## src/rtl/hit_receiver.sv

```systemverilog
// hit_receiver
//   Victim-side end of the projectile hit interface. It takes the hit level
//   from a projectile block and applies the hit to one player: damage,
//   an invulnerability window, knockback stepping, knockout and revive.
//
// Ports
//   clk        : system clock
//   reset      : asynchronous, active-high reset
//   tick_20hz  : 20 Hz square wave in the clk domain; its rising edge is detected here
//   hit_in     : hit level from the projectile block; only its rising edge counts
//   bullet_x   : projectile x when the hit occurs
//   player_x   : current player x, owned by the movement block
//   revive     : revive request level; acted on only while knocked out
//   health     : current health, 0..MAX_HEALTH
//   ko         : player knocked out
//   invuln     : invulnerability window active
//   flash      : sprite blink enable
//   hit_ack    : one-cycle pulse when damage is applied
//   knock_step : one-cycle pulse requesting a 1 px move
//   knock_dir  : knockback direction, 1 = +x, 0 = -x
//
// State table
//   ST_ALIVE | normal play; hits, invulnerability and knockback are processed
//   ST_KO    | knocked out; hits are ignored and the block waits for revive

module hit_receiver #(
    parameter int MAX_HEALTH   = 100,
    parameter int DAMAGE       = 10,
    parameter int INVULN_TICKS = 20,
    parameter int KNOCK_TICKS  = 6,
    parameter int MIN_X        = 4,
    parameter int MAX_X        = 91
) (
    input  logic       clk,
    input  logic       reset,
    input  logic       tick_20hz,
    input  logic       hit_in,
    input  logic [6:0] bullet_x,
    input  logic [6:0] player_x,
    input  logic       revive,
    output logic [6:0] health,
    output logic       ko,
    output logic       invuln,
    output logic       flash,
    output logic       hit_ack,
    output logic       knock_step,
    output logic       knock_dir
);

    localparam int INV_W = $clog2(INVULN_TICKS + 1);
    localparam int KNK_W = $clog2(KNOCK_TICKS + 1);

    localparam logic [6:0]       C_MAX_HEALTH = 7'(MAX_HEALTH);
    localparam logic [6:0]       C_DAMAGE     = 7'(DAMAGE);
    localparam logic [6:0]       C_MIN_X      = 7'(MIN_X);
    localparam logic [6:0]       C_MAX_X      = 7'(MAX_X);
    localparam logic [INV_W-1:0] C_INV_LOAD   = INV_W'(INVULN_TICKS);
    localparam logic [KNK_W-1:0] C_KNK_LOAD   = KNK_W'(KNOCK_TICKS);
    localparam logic [INV_W-1:0] C_INV_ONE    = INV_W'(1);
    localparam logic [KNK_W-1:0] C_KNK_ONE    = KNK_W'(1);

    typedef enum logic {
        ST_ALIVE = 1'b0,
        ST_KO    = 1'b1
    } state_t;

    state_t           r_state;
    logic             r_hit_prev;
    logic             r_tick_prev;
    logic [INV_W-1:0] r_inv_cnt;
    logic [KNK_W-1:0] r_knock_cnt;

    logic       w_hit_rise;
    logic       w_tick_rise;
    logic       w_hit_accept;
    logic       w_knock_block;
    logic [6:0] w_health_next;

    assign w_hit_rise   = hit_in & ~r_hit_prev;
    assign w_tick_rise  = tick_20hz & ~r_tick_prev;
    assign w_hit_accept = w_hit_rise & ~invuln;

    // Saturating subtract: health never wraps below zero.
    assign w_health_next = (health > C_DAMAGE) ? (health - C_DAMAGE) : 7'd0;

    // Knockback is not issued past the arena edge the player is being pushed toward.
    assign w_knock_block = knock_dir ? (player_x >= C_MAX_X) : (player_x <= C_MIN_X);

    always_ff @(posedge clk or posedge reset) begin
        if (reset) begin
            // hit_prev starts high so a level already present at release is not a hit.
            r_hit_prev  <= 1'b1;
            r_tick_prev <= 1'b0;
            r_state     <= ST_ALIVE;
            r_inv_cnt   <= '0;
            r_knock_cnt <= '0;
            health      <= C_MAX_HEALTH;
            ko          <= 1'b0;
            invuln      <= 1'b0;
            flash       <= 1'b0;
            hit_ack     <= 1'b0;
            knock_step  <= 1'b0;
            knock_dir   <= 1'b0;
        end else begin
            r_hit_prev  <= hit_in;
            r_tick_prev <= tick_20hz;
            hit_ack     <= 1'b0;
            knock_step  <= 1'b0;

            case (r_state)
                ST_ALIVE: begin
                    if (w_hit_accept) begin
                        // A coincident tick is dropped: the counters load instead.
                        health    <= w_health_next;
                        hit_ack   <= 1'b1;
                        knock_dir <= (bullet_x <= player_x);
                        if (w_health_next == 7'd0) begin
                            r_state     <= ST_KO;
                            ko          <= 1'b1;
                            r_inv_cnt   <= '0;
                            r_knock_cnt <= '0;
                            invuln      <= 1'b0;
                            flash       <= 1'b0;
                        end else begin
                            r_inv_cnt   <= C_INV_LOAD;
                            r_knock_cnt <= C_KNK_LOAD;
                            invuln      <= 1'b1;
                        end
                    end else if (w_tick_rise) begin
                        if (r_inv_cnt != '0) begin
                            r_inv_cnt <= r_inv_cnt - C_INV_ONE;
                            if (r_inv_cnt == C_INV_ONE) begin
                                invuln <= 1'b0;
                                flash  <= 1'b0;
                            end else begin
                                flash  <= ~flash;
                            end
                        end
                        if (r_knock_cnt != '0) begin
                            // The counter runs down even when the step is blocked.
                            r_knock_cnt <= r_knock_cnt - C_KNK_ONE;
                            knock_step  <= ~w_knock_block;
                        end
                    end
                end

                ST_KO: begin
                    r_knock_cnt <= '0;
                    invuln      <= 1'b0;
                    flash       <= 1'b0;
                    if (revive) begin
                        r_state   <= ST_ALIVE;
                        health    <= C_MAX_HEALTH;
                        ko        <= 1'b0;
                        r_inv_cnt <= C_INV_LOAD;
                        invuln    <= 1'b1;
                    end
                end

                default: begin
                    r_state <= ST_ALIVE;
                end
            endcase
        end
    end

endmodule

```

## config.mk

```make
export PLATFORM = sky130hd
export DESIGN_NAME = hit_receiver
export DESIGN_NICKNAME = d
export VERILOG_FILES = /design/src/rtl/hit_receiver.sv
export SDC_FILE = /design/constraint.sdc
export NUM_CORES = 1
export LEC_CHECK = 0
export CELL_PAD_IN_SITES_DETAIL_PLACEMENT = 1
export CELL_PAD_IN_SITES_GLOBAL_PLACEMENT = 1
export CORE_UTILIZATION = 41
export CTS_CLUSTER_DIAMETER = 150
export DETAILED_ROUTE_END_ITERATION = 8
export PLACE_DENSITY = 0.93
export SLEW_MARGIN = 15
export SYNTH_ARGS = -nofsm -noshare
export SYNTH_HDL_FRONTEND = slang
export SYNTH_SLANG_ARGS = --single-unit
```

## constraint.sdc

```tcl
create_clock -name clk -period 5.5 [get_ports clk]
set_input_delay 1.1 -clock clk [delete_from_list [all_inputs] [get_ports clk]]
set_output_delay 1.1 -clock clk [all_outputs]
set_load 0.005 [all_outputs]
```

=== After elaboration in Yosys (flattened, before gate mapping) ===
Index checks and enable logic that the tools add are counted.

* Muxes and demuxes: 43
* Magnitude comparators: 4
* Add/sub/neg operators: 3
* Reduce and logical (&&, ||, !) cells: 10
* Bitwise operators: 9
* Eq/ne operators: 9

{| class="wikitable"
|+ Operators with widths
! operator !! count
|-
| $mux W5 || 5
|-
| $mux W1 || 24
|-
| $mux W7 || 3
|-
| $ne A3 B3 Y1 const B || 5
|-
| $pmux W7 S2 || 1
|-
| $mux W3 || 4
|-
| $reduce_and A3 Y1 || 4
|-
| $pmux W5 S2 || 1
|-
| $pmux W1 S2 || 4
|-
| $ge A7 B7 Y1 const B || 1
|-
| $gt A7 B4 Y1 const B || 1
|-
| $le A7 B3 Y1 const B || 1
|-
| $le A7 B7 Y1 || 1
|-
| $logic_not A7 Y1 || 1
|-
| $sub A7 B4 Y7 const B || 1
|-
| $ne A2 B2 Y1 const B || 3
|-
| $not A1 Y1 || 6
|-
| $pmux W3 S2 || 1
|-
| $reduce_and A2 Y1 || 3
|-
| $eq A5 B1 Y1 const B || 1
|-
| $reduce_bool A5 Y1 || 1
|-
| $sub A5 B1 Y5 const B || 1
|-
| $and A1 B1 Y1 || 3
|-
| $reduce_bool A3 Y1 || 1
|-
| $sub A3 B1 Y3 const B || 1
|}

* Register bits: 24
* Output and inout bits: 13

=== Longest topological paths before layout ===
* Depth in word-level cells: 7
* Gate-level depth with buffers: 7

=== Worst setup path before layout ===
Ideal clock, no wire load.

* Path kind: input to register
* Start: input port hit_in
* End: register health[3]
* Setup time: 0.121 ns
* Arrival time: 2.193 ns
* Required time: 5.379 ns
* Cell stages on the path: 6
* Path slack: 3.186 ns
* Cells stage by stage: nor3b_1 -> or2_2 -> clkbuf_1 -> nand2_1 -> a21o_1 -> a22o_1

* Longest elaborated chain between the ends: 4

{| class="wikitable"
|+ Ends and longest elaborated chain
! what !! line !! source
|-
| from (decl) || 37 || <nowiki>input logic hit_in,</nowiki>
|-
| $and A1 B1 Y1 || 79 || <nowiki>assign w_hit_rise = hit_in & ~r_hit_prev;</nowiki>
|-
| $and A1 B1 Y1 || 81 || <nowiki>assign w_hit_accept = w_hit_rise & ~invuln;</nowiki>
|-
| $ne A2 B2 Y1 (no line) || n/a ||
|-
| $reduce_and A2 Y1 (no line) || n/a ||
|-
| to (signal assigned) || 114 || <nowiki>health <= w_health_next;</nowiki>
|-
| to (decl) || 41 || <nowiki>output logic [6:0] health,</nowiki>
|}

No other way between the ends.
A chain may end at the register's enable or synchronous reset.

=== Worst setup path in the final report ===
* Start: register health[4]
* End: output port health[4]

No word-level cell between the ends.

==> results.toml <==
[critical_path]
crit_path_start_kind = "register"
cp.depth = 1
crit_type = "register to output pin"
r2r_start = "health[2]"
reg2reg_slack_ps = 3210
critPathMaxStageDelay_ps = 630
r2r_cells = 7
path_cells = "clkdlybuf4s50_1"
required_ps = 4400
cp.buffers_inverters = 1
cp.arrival_ps = 1540
r2r_end = "r_inv_cnt[2]"
cp_max_fo = 11
crit_path_end_kind = "output pin"
cp_top_family = "flip-flops"
critPathSlowestCell = "dfrtp_1"

[cells_and_area]
num_antenna_cells = 0
area_growth_pct = 26.5
nets = 232
fin_util = 0.555
drive_above_1_share = 0.0905
nFillCells = 402

[drt]
detail-route-antenna-nets = 0
vias = 1352
wl_per_cell_um = 15.9
wl_um = 3900
initialDrtViolationCount = 65
drtPass1Iterations = 4
avgViaCountPerCell = 5.52
drcViolationCount = 0

[floorplan]
rows = 21
die_w_um = 62.5
io_pins = 32
design.core.area_mm2 = 0.00342
dieArea_mm2 = 0.00390
die_h_um = 62.5
start_util = 0.439

[worst_hold_path]
holdPathEnd = "ko"
whs_path_depth = 1
min-delay-start = "ko"
hold_path_class = "register to register"

[cts]
numCtsBuffers = 3
clk_path_buf_depth = 2
cts_tree = "done"
htree_levels = 1
ctsHoldBuffers = 0
path_clk_slew_ps = 140
clk_root_buffer_cell = "clkbuf_4"
post_cts_buffers = 0
ctsResizeCount = 0
insertion_delay_ps = 320
cts_sinks = 24

[placed_design]
port_buffers = 31
place_ws_ps = 2600
hpwl_um = 3180
place_congestion = 0.912

[yosys]
synth.distinct_cells = 40
synthTopCellsByArea = "dfrtp_1 (33%), ha_1 (11%), dfstp_2 (7.0%)"
synthCells = 166
synth-xor-area-share = 0.0175
synth-simple-area-share = 0.207
synth_top_area_frac = 0.334
yosys_warnings = 0
synthAdderAreaFrac = 0.109
synth_top_family_by_area = "simple AND/OR/NAND/NOR gates"
ys_top_cells_by_count = "dfrtp_1 (20), inv_1 (18), nor2_1 (15), o21ai_0 (14), ha_1 (13)"
synth_ff_type = "dfrtp_1"
yosysTopAreaCell = "dfrtp_1"
synth-compound-area-share = 0.205
synthMuxAreaShare = 0.00751
yosysMostFrequentCell = "dfrtp_1"
async_flop_share = 1.00
yosysSeqAreaShare = 0.404
syn_area_mm2 = 0.00150
yosys_register_bits = 24
synth-edff-count = 0
syn_avg_cell_area_um2 = 9.03
synthesis.nets = 198

[grt]
track_usage = 0.215
gr-usage-met3 = 0.0310
grt.met2_usage = 0.385
antenna_found_initial = 0
grt_pass1_vias = 1416
grt_pass1_wl_um = 6630
use_met1 = 0.263
busiest_layer = "met2"
grt_overflow_total = 0
grt_max_degree = 25

[power]
power_leakage_nw = 0.840
p_total_mw = 0.847
irDropWorstVdd_uv = 160
powerDensity_mw_per_mm2 = 447

[sta]
fmax_mhz = 379
finalSetupViolations = 0
finalCritPeriodShare = 0.479
timing.final.ws_setup_ps = 2860
period_needed_ps = 2640
rsz0062_at_grt = "no"
finClkSkew_ps = 2.67
slew_headroom = 0.392
hold_violations = 0
worst_pin_slew_ps = 911
holdWs_ps = 512
final_max_slew_viol_count = 0
fin_setup_tns_ps = 0

[job]
max_cap_violations = 0

[run_status]
status = "finished clean"
area by class of cell:
type / instances / area, µm² / share of cell area
Clock buffer: 4 / 36.3 / 0.0191
Inverter: 18 / 67.6 / 0.0356
Multi-Input combinational cell: 122 / 818 / 0.432
Sequential cell: 24 / 606 / 0.319
Tap cell: 46 / 57.6 / 0.0304
Timing Repair Buffer: 31 / 310 / 0.164
report_power, final:
group          internal (mW)  switching (mW)  total, mW
Combinational          0.206           0.199      0.405
Sequential             0.252          0.0933      0.345
Clock                 0.0405          0.0564     0.0969
cells in the final DEF (no fill, tap or decap), types with 2 or more instances in the layout:
cell / count
a31oi_1: 2
xnor2_1: 2
a21o_1: 3
nand3b_1: 2
o21ai_0: 14
inv_1: 18
a21oi_1: 12
o21a_1: 2
nand3_1: 8
nor3_2: 2
ha_1: 13
clkbuf_4: 3
nand4_1: 2
clkdlybuf4s50_1: 31
dfstp_2: 4
nor2b_1: 2
nor2_1: 15
nand2_1: 12
nand2b_1: 4
o31ai_1: 3
a22o_1: 2
nor3_1: 4
dfrtp_1: 20
routing by layer:
layer,vias to the layer above,part of all wire
met5,-,0
met2,32,0.52
li1,651,-
met3,6,0.032
met1,663,0.44
met4,0,0.0074
how the worst max path moves through the flow:
stage / start / end / slack, ps
after floorplan: hit_in / health[3] / 3190
after global placement: hit_in / health[3] / 2760
after detailed placement: tick_20hz / r_inv_cnt[4] / 2600
after CTS: health[4] / health[4] / 2860
after global routing: health[4] / health[4] / 2780
final: health[4] / health[4] / 2860
flip-flops by register name, indices dropped and copies added, names as in the netlist:
name,count
knock_step,1
knock_dir,1
flash,1
r_hit_prev,1
ko,1
r_inv_cnt,5
r_state,1
hit_ack,1
r_knock_cnt,3
health,7
r_tick_prev,1
invuln,1
cells by family after synthesis:
logic type | after synthesis
simple gates | 59
compound gates | 46
flops | 24
buf+inv | 20
fa+ha+maj | 13
xor+xnor | 3
mux | 1
metrics by stage:
step	area [µm²]	cells
6_report	1900	245
3_5_place_dp	1860	241
2_1_floorplan	1500	166
5_1_grt	1900	245
3_3_place_gp	1860	241
4_1_cts	1900	245
No activity file was read; power rests on OpenSTA's default activity.
